===== config.mk =====
export PLATFORM = sky130hd
export DESIGN_NAME = xbar_pkt_sched
export DESIGN_NICKNAME = d
export VERILOG_FILES = /design/src/rtl/xbar_pkg.sv /design/src/rtl/rr_pick.sv /design/src/rtl/xbar_pkt_sched.sv
export SDC_FILE = /design/constraint.sdc
export NUM_CORES = 1
export LEC_CHECK = 0
export ABC_AREA = 1
export CORE_UTILIZATION = 56
export CTS_BUF_LIST = sky130_fd_sc_hd__clkbuf_4
export DETAILED_ROUTE_END_ITERATION = 10
export PLACE_DENSITY = 0.82
export SLEW_MARGIN = 10
export SYNTH_ARGS = -nofsm -noshare
export SYNTH_HDL_FRONTEND = slang
export SYNTH_SLANG_ARGS = --single-unit
export TNS_END_PERCENT = 100

===== constraint.sdc =====
create_clock -name i_clk -period 3.7 [get_ports i_clk]
set_clock_uncertainty 0.05 [all_clocks]
set_input_delay 0.37 -clock i_clk [delete_from_list [all_inputs] [get_ports i_clk]]
set_output_delay 0.37 -clock i_clk [all_outputs]
set_load 0.02 [all_outputs]

===== src/rtl/xbar_pkg.sv =====
// Shared constants for the crossbar packet scheduler: FSM encoding and default sizing.
package xbar_pkg;

  localparam int PORT_NUM_DEF    = 10;
  localparam int TIMEOUT_CYC_DEF = 4096;
  localparam int CNT_W_DEF       = 16;

  localparam logic [1:0] ST_IDLE    = 2'd0;
  localparam logic [1:0] ST_ARB     = 2'd1;
  localparam logic [1:0] ST_GRANT   = 2'd2;
  localparam logic [1:0] ST_RELEASE = 2'd3;

endpackage


===== src/rtl/rr_pick.sv =====
// Combinational round-robin pick: first set bit of mask at or above ptr, wrapping to bit 0.
module rr_pick #(
  parameter int N  = 10,
  parameter int PW = (N > 1) ? $clog2(N) : 1
) (
  input  logic [N-1:0]  mask,
  input  logic [PW-1:0] ptr,
  output logic [N-1:0]  winner,
  output logic          found
);

  logic [N-1:0] hi_mask;
  logic [N-1:0] masked;
  logic [N-1:0] pick_src;

  always_comb begin
    hi_mask = '0;
    for (int i = 0; i < N; i++) begin
      hi_mask[i] = (PW'(i) >= ptr);
    end
    masked   = mask & hi_mask;
    // nothing at/above the pointer means the search wraps to the lowest set bit
    pick_src = (masked != '0) ? masked : mask;
    winner   = pick_src & (~pick_src + N'(1));
    found    = |mask;
  end

endmodule


===== src/rtl/xbar_pkt_sched.sv =====
// Crossbar packet scheduler: snapshot requests, pick express-first round-robin, hold the
// grant for one packet, abort on stall timeout, then release with one idle cycle.
module xbar_pkt_sched
  import xbar_pkg::*;
#(
  parameter int PORT_NUM    = PORT_NUM_DEF,
  parameter int TIMEOUT_CYC = TIMEOUT_CYC_DEF,
  parameter int CNT_W       = CNT_W_DEF
) (
  input  logic                i_clk,
  input  logic                i_rst,
  input  logic [PORT_NUM-1:0] i_req,
  input  logic [PORT_NUM-1:0] i_express,
  input  logic                i_sel_vld,
  input  logic                i_sel_last,
  input  logic                i_fifo_ready,
  output logic [PORT_NUM-1:0] o_grant,
  output logic                o_grant_vld,
  output logic                o_grant_express,
  output logic                o_timeout,
  output logic                o_busy
);

  localparam int PW = (PORT_NUM > 1) ? $clog2(PORT_NUM) : 1;

  logic [1:0]          state;
  logic [PORT_NUM-1:0] req_snap;
  logic [PORT_NUM-1:0] exp_snap;
  logic [PORT_NUM-1:0] win_e;
  logic [PORT_NUM-1:0] win_n;
  logic [PORT_NUM-1:0] arb_grant;
  logic                found_e;
  logic                found_n;
  logic [PW-1:0]       ptr_e;
  logic [PW-1:0]       ptr_n;
  logic [PW-1:0]       arb_idx;
  logic [PW-1:0]       win_idx;
  logic [PW-1:0]       next_ptr;
  logic                win_exp;
  logic [CNT_W-1:0]    stall_cnt;
  logic                xfer;
  logic                stall_hit;

  rr_pick #(.N(PORT_NUM), .PW(PW)) u_pick_express (
    .mask   (exp_snap),
    .ptr    (ptr_e),
    .winner (win_e),
    .found  (found_e)
  );

  rr_pick #(.N(PORT_NUM), .PW(PW)) u_pick_normal (
    .mask   (req_snap),
    .ptr    (ptr_n),
    .winner (win_n),
    .found  (found_n)
  );

  assign arb_grant = found_e ? win_e : win_n;
  assign xfer      = o_grant_vld & i_sel_vld & i_fifo_ready;
  assign stall_hit = (stall_cnt >= CNT_W'(TIMEOUT_CYC - 1));
  assign o_busy    = (state != ST_IDLE);
  assign next_ptr  = (win_idx == PW'(PORT_NUM - 1)) ? '0 : win_idx + PW'(1);

  always_comb begin
    arb_idx = '0;
    for (int i = 0; i < PORT_NUM; i++) begin
      if (arb_grant[i]) arb_idx = PW'(i);
    end
  end

  always_ff @(posedge i_clk) begin
    if (i_rst) begin
      state           <= ST_IDLE;
      req_snap        <= '0;
      exp_snap        <= '0;
      ptr_e           <= '0;
      ptr_n           <= '0;
      win_idx         <= '0;
      win_exp         <= 1'b0;
      stall_cnt       <= '0;
      o_grant         <= '0;
      o_grant_vld     <= 1'b0;
      o_grant_express <= 1'b0;
      o_timeout       <= 1'b0;
    end else begin
      o_timeout <= 1'b0;
      case (state)
        ST_IDLE: begin
          if (i_fifo_ready && (i_req != '0)) begin
            req_snap <= i_req;
            exp_snap <= i_req & i_express;
            state    <= ST_ARB;
          end
        end
        ST_ARB: begin
          o_grant         <= arb_grant;
          o_grant_vld     <= found_e | found_n;
          o_grant_express <= found_e;
          win_idx         <= arb_idx;
          win_exp         <= found_e;
          stall_cnt       <= '0;
          state           <= ST_GRANT;
        end
        ST_GRANT: begin
          // a transfer always wins over the timeout, so a last beat on the limit completes normally
          if (xfer) begin
            stall_cnt <= '0;
            if (i_sel_last) begin
              o_grant         <= '0;
              o_grant_vld     <= 1'b0;
              o_grant_express <= 1'b0;
              state           <= ST_RELEASE;
            end
          end else if (stall_hit) begin
            o_timeout       <= 1'b1;
            o_grant         <= '0;
            o_grant_vld     <= 1'b0;
            o_grant_express <= 1'b0;
            state           <= ST_RELEASE;
          end else if (stall_cnt != '1) begin
            stall_cnt <= stall_cnt + CNT_W'(1);
          end
        end
        ST_RELEASE: begin
          if (win_exp) ptr_e <= next_ptr;
          else         ptr_n <= next_ptr;
          state <= ST_IDLE;
        end
        default: state <= ST_IDLE;
      endcase
    end
  end

endmodule


==> flow_summary.toml, run 1 <==
[floorplan]
pin_count = 39
start_util_pct = 57.95
core-area_sq_um = 5921
die_w_microns = 80.27
rows = 28
die_area_sq_um = 6443
die_y_microns = 80.27

[run_status]
status = "completed"

[detailed_routing]
ant_nets = 0
wl_per_cell_microns = 13.03
drc = 0
routed_via_density = 5.309
drt-initial-drc-count = 166
wl_microns = 8185
firstDrtPassIters = 4
vias = 3334

[final_layout]
finalNetCount = 578
drive_gt1_share_pct = 10.85
area_delta_synth_final_pct = 16.12
insertedDiodeCount = 0
seqCellArea_sq_um = 1281
n_fill_cell = 553
multi_input_area_sq_um = 1869

[clocking]
clk_path_buf_depth = 2
cts.sinks = 64
clk_pin_slew_ns = 0.10
numCtsBuffers = 9
postCtsSetupBuffers = 0
cts_root_buffer = "clkbuf_4"
cts.repair.resized = 0
clk_latency_ns = 0.40
cts_hold_buffers = 0
tritoncts = "yes"
htreeDepth = 3

[setup_path]
reg2reg_slack_ns = 0.87
cp-start-kind = "flip-flop"
required_ns = 3.98
cp.arrival_ns = 3.11
critPathMaxFanout = 13
crit_type = "flip-flop to flip-flop"
critPathCaptureType = "flip-flop"

[synthesis]
synth_commonest_cells = "nand2_1 (133), dfxtp_1 (64), inv_1 (55)"
synth_edf_count = 0
ys_top_cells_by_area = "dfxtp_1 (37%), nand2_1 (15%), a21oi_1 (7.9%)"
yosysSeqAreaShare_pct = 37.35
synth_nets = 539
synth_warnings = 0
netlist-cell-type-count = 34
mappedNetlistArea_sq_um = 3431
synthCells = 509
synth_ff_type = "dfxtp_1"
async_reset_ff_share_pct = 0
yosys.cell_count.top_type = "nand2_1"
avgSynthCellArea_sq_um = 6.740
synth_top_cell_by_area = "dfxtp_1"
ys_seq_elements = 64
synth.top_cell.area_share_pct = 37.35

[power_and_ir_drop]
p_per_area_nw_per_um2 = 602.3
peakVddDrop_mv = 0.3474
p_leak_nw = 1.609

[timing]
rsz0062_at_grt = "no"
relSlewSlack_pct = 49.46
hold_viol = 0
timing.final.crit_share_pct = 76.49
finalSetupTns_ns = 0
max_freq_mhz = 353.3
finalSetupViolations = 0
setup_slack_ns = 0.8698
final.min_clock_period_ns = 2.830
final_max_slew_viol_count = 0
worst_slew_pin_slew_ns = 0.7553

[grt]
track_usage_pct = 27.20
antenna_found_initial = 0
grt_pass1_vias = 2924
overflow = 0
grt_pass1_wl_microns = 13300
grt_max_degree = 44

[placed_design]
pre_cts_ws_ns = 0.8162
place_congestion = 0.8677
place.detailed.hpwl_microns = 6365
numPortBuffers = 38

[job]
max-cap-violations = 0

[min_path]
hp-class = "flip-flop to flip-flop"
-- layer usage --
metal  share of wire (%)  routed length [microns]  global-route usage, %
met1                  48                     3954                  35.75
met5                   0                        0                      0
met3                 3.6                      297                  5.000
met4                 2.1                      175                  11.25
met2                  46                     3756                  43.59
-- stage by stage --
stage          power (W)  area, sq um  hold WS, ns  utilization (%)  cells
2_1_floorplan   0.001710         3431       0.3678                -    509
3_3_place_gp    0.001975         3872       0.3771            65.41    612
3_5_place_dp    0.002000         3872       0.3808            65.41    612
4_1_cts         0.002395         3984       0.3976            67.29    628
5_1_grt         0.002577         3984       0.4261            67.29    628
6_report        0.002399         3984       0.3969            67.29    628
-- final cells by class --
cell class / instances / area share, %
Timing Repair Buffer: 40 / 9.925
Clock buffer: 12 / 2.261
Inverter: 62 / 5.842
Sequential cell: 64 / 32.16
Tap cell: 75 / 2.356
Clock inverter: 4 / 0.5339
Multi-Input combinational cell: 371 / 46.92
-- report_power, final --
group / internal [W] / switching, W / total (W)
Clock: 0.000157 / 0.000238 / 0.000395
Sequential: 0.000782 / 0.0000878 / 0.000870
Combinational: 0.000375 / 0.000759 / 0.00113
-- flip-flops by register name, summed over array words and instances, names as in the netlist --
| name | flops |
|---|---|
| win_idx | 4 |
| stall_cnt | 16 |
| ptr_e | 4 |
| o_grant | 10 |
| req_snap | 10 |
| win_exp | 1 |
| o_timeout | 1 |
| o_grant_express | 1 |
| state | 2 |
| ptr_n | 4 |
| o_grant_vld | 1 |
| exp_snap | 10 |
-- cell usage in the layout (no fill, tap or decap) --
master,synthesis,final
buf_4,0,2
nand2_2,6,6
inv_1,55,55
o21ai_1,5,5
nand3_2,2,2
xor2_1,3,3
o21a_1,1,1
nor4_4,1,1
ha_1,5,5
dfxtp_1,64,64
nor2_1,42,42
clkinv_1,0,1
nor4_1,5,5
o21ai_0,25,25
a21boi_4,1,1
a21boi_1,1,1
nor2_2,13,13
o22ai_1,1,1
nand2_1,133,133
o21ai_2,4,4
nor2_4,5,5
a21oi_1,54,54
clkdlybuf4s50_1,0,38
nand4_1,14,14
a31oi_1,1,1
inv_2,7,7
o31ai_1,2,2
nand3_1,33,33
clkinv_2,0,2
a21oi_2,3,3
nor3_1,6,6
nor3b_1,1,1
o41ai_1,1,1
nand3_4,1,1
o21bai_1,1,1
clkinvlp_4,0,1
clkbuf_4,0,12
xnor2_1,1,1
-- path summary, 6_finish.rpt --
kind	start	end	depth (start not counted)
worst max register to register	stall_cnt[0]$_SDFFE_PP0P_	o_grant_vld$_SDFFE_PP0P_	11
worst max-delay path	stall_cnt[0]$_SDFFE_PP0P_	o_grant_vld$_SDFFE_PP0P_	11
worst min register to register	stall_cnt[13]$_SDFFE_PP0P_	stall_cnt[13]$_SDFFE_PP0P_	2
worst min-delay path	stall_cnt[13]$_SDFFE_PP0P_	stall_cnt[13]$_SDFFE_PP0P_	2
-- worst max-delay path: stages (launching register included) --
cell and delay [ns]:
dfxtp_1 0.39, ha_1 0.17, inv_1 0.06, nor4_1 0.31
nand4_1 0.15, nand2_1 0.11, o21ai_0 0.08, inv_1 0.07
nand2_1 0.28, nor2_1 0.69, o41ai_1 0.24, a21oi_1 0.16
-- cell families (layout without fill, tap and decap cells) --
logic type | after synthesis | count (layout) | synth area share, %
buf+inv | 74 | 118 | 8.170
xor+xnor | 4 | 4 | 1.021
compound gates | 100 | 100 | 16.30
flops | 64 | 64 | 37.35
simple gates | 262 | 262 | 35.34
fa+ha+maj | 5 | 5 | 1.823
Power figures use the tool's default switching activity.
==> run 2, diff against run 1 <==
--- a/config.mk
+++ b/config.mk
@@ -6,10 +6,10 @@
 export NUM_CORES = 1
 export LEC_CHECK = 0
 export ABC_AREA = 1
-export CORE_UTILIZATION = 56
+export CORE_UTILIZATION = 53
 export CTS_BUF_LIST = sky130_fd_sc_hd__clkbuf_4
 export DETAILED_ROUTE_END_ITERATION = 10
-export PLACE_DENSITY = 0.82
+export PLACE_DENSITY = 0.81
 export SLEW_MARGIN = 10
 export SYNTH_ARGS = -nofsm -noshare
 export SYNTH_HDL_FRONTEND = slang
==> constraint.sdc (replaced) <==
create_clock -name i_clk -period 2.4 [get_ports i_clk]
set_clock_uncertainty 0.05 [all_clocks]
set_input_delay 0.24 -clock i_clk [delete_from_list [all_inputs] [get_ports i_clk]]
set_output_delay 0.24 -clock i_clk [all_outputs]
set_load 0.02 [all_outputs]
==> run 2 against run 1 <==
Effect of this change: power grew 64%; clock-buffer cell count shrank 3; die area grew 5.5%; clock power grew 85%; maximum frequency grew 28%; sequential share of layout area shrank 0.80 points; non-clock buffer count grew 10; highest routed layer unchanged; worst setup slack lost 0.67 ns; hold slack lost 0.054 ns; final cell count grew 1.6%; first-iteration DRC count grew 32%; critical endpoint is now win_idx[0]$_SDFFE_PP0N_; global-route usage grew 0.68 points; largest power group unchanged.
==> flow_summary.toml, run 2 (synthesis results as in run 1) <==
[timing]
setup_slack_ns = 0.1959
relSlewSlack_pct = 66.75
rsz0062_at_grt = "no"
finalSetupTns_ns = 0
final_max_slew_viol_count = 0
worst_slew_pin_slew_ns = 0.4970
timing.final.crit_share_pct = 91.84
final.min_clock_period_ns = 2.204
max_freq_mhz = 453.7
fin_hold_ws_ns = 0.3427
finalSetupViolations = 0
hold_viol = 0

[job]
max-cap-violations = 0

[final_layout]
finalNetCount = 588
final_cell_mix = "nand2_1 (133), dfxtp_1 (63), inv_1 (55)"
regMostFlops = "stall_cnt"
area_delta_synth_final_pct = 19.18
fin_cells = 638
final_common_cell = "nand2_1"
insertedDiodeCount = 0
n_fill_cell = 552
drive_gt1_share_pct = 12.79
largest_reg_flops = 16

[grt]
antenna_found_initial = 0
grt_max_degree = 21
grt_pass1_vias = 3125
track_usage_pct = 27.88
overflow = 0
grt_pass1_wl_microns = 13870

[setup_path]
reg2reg_slack_ns = 0.20
critPathCaptureType = "flip-flop"
cp-start-kind = "flip-flop"
crit_chain = "nor2_2 -> nand4_1 -> nand2_1 -> nor2_2 -> nand2_2 -> o21ai_1 -> nor3_1 -> nand4_1 -> nand2_1 -> a21oi_1 -> a21oi_2"
critPathMaxFanout = 5
crit_type = "flip-flop to flip-flop"
critical-path-max-stage-delay_ns = 0.41
slowest_stage = "dfxtp_1"
cp.arrival_ns = 2.52
required_ns = 2.72

[detailed_routing]
dr.max_layer_used = "met4"
routed_via_density = 5.397
drt-initial-drc-count = 219
wl_met2_microns = 3927
wl_microns = 8631
ant_nets = 0
vias = 3443
wl_per_cell_microns = 13.53
wl_met3_microns = 442
drc = 0
firstDrtPassIters = 4
wl_met1_microns = 4081

[placed_design]
pre_cts_ws_ns = 0.1856
numPortBuffers = 38
place.detailed.hpwl_microns = 6755
dp_cells = 622
place_congestion = 0.8957

[clocking]
cts_root_buffer = "clkbuf_4"
tritoncts = "yes"
clk_path_buf_depth = 2
clk_pin_slew_ns = 0.12
cts_hold_buffers = 0
clk_latency_ns = 0.42
numCtsBuffers = 9
cts.sinks = 64
htreeDepth = 3

[power_and_ir_drop]
switchingPower_w = 0.001743
combPwrFrac_pct = 47.1
seq_power_share_pct = 34.3
p_leak_nw = 1.653
peakVddDrop_mv = 0.7503
p_total_w = 0.003923
internal-power_w = 0.002180
p_per_area_nw_per_um2 = 959.5
clkPwrFrac_pct = 18.6
switching_share_pct = 44.44

[floorplan]
die_y_microns = 82.46
rows = 28
die_w_microns = 82.46
core-area_sq_um = 6096
pin_count = 39
start_util_pct = 56.28
die_area_sq_um = 6799

[min_path]
hp-class = "input port to flip-flop"

[run_status]
status = "completed"
==> run 2: critical path: cells and delay by family (launching register included) <==
kind	cells	cell delay, ns
simple gates	8	1.33
flops	1	0.41
compound gates	3	0.34
==> run 2: final cells by class <==
class	instances	area, sq um	area share, %
multi-input cells	371	1869	45.72
inverters	62	232.7	5.692
flip-flops and latches	64	1282	31.36
well taps	75	93.84	2.295
clock inverters	7	72.57	1.775
repair buffers	50	470.5	11.51
clock buffers	9	67.56	1.652
==> run 2: layer usage <==
layer	up-vias	global-route usage (%)
li1	1763	-
met1	1557	35.24
met2	100	44.88
met3	23	7.692
met4	0	10.70
met5	-	0
==> run 2: repair_timing <==
action | CTS | global route
buffers inserted | 0 | 0
endpoints found under the setup margin | 0 | 1
resized for setup | 0 | 1
==> run 2: power groups by stage <==
stage                     registers (W)  logic (W)  clock network (W)
after CTS                       0.00134    0.00183           0.000740
final                           0.00134    0.00185           0.000729
after floorplan                 0.00137    0.00126                  0
after global routing            0.00136    0.00204           0.000789
after global placement          0.00136    0.00179                  0
after detailed placement        0.00136    0.00182                  0
==> run 2: final timing paths <==
path,cells after the start,to,start
worst min register to register,2,stall_cnt[13]$_SDFFE_PP0P_,stall_cnt[13]$_SDFFE_PP0P_
worst min-delay path,3,exp_snap[7]$_SDFFE_PP0P_,i_express[7]
worst max-delay path,11,win_idx[0]$_SDFFE_PP0N_,ptr_e[3]$_SDFFE_PP0P_
worst max register to register,11,win_idx[0]$_SDFFE_PP0N_,ptr_e[3]$_SDFFE_PP0P_
==> run 2: metrics by stage <==
stage / utilization (%) / instance area (sq um)
2_1_floorplan: - / 3431
3_3_place_gp: 64.76 / 3948
3_5_place_dp: 64.76 / 3948
4_1_cts: 67.06 / 4088
5_1_grt: 67.08 / 4089
6_report: 67.08 / 4089
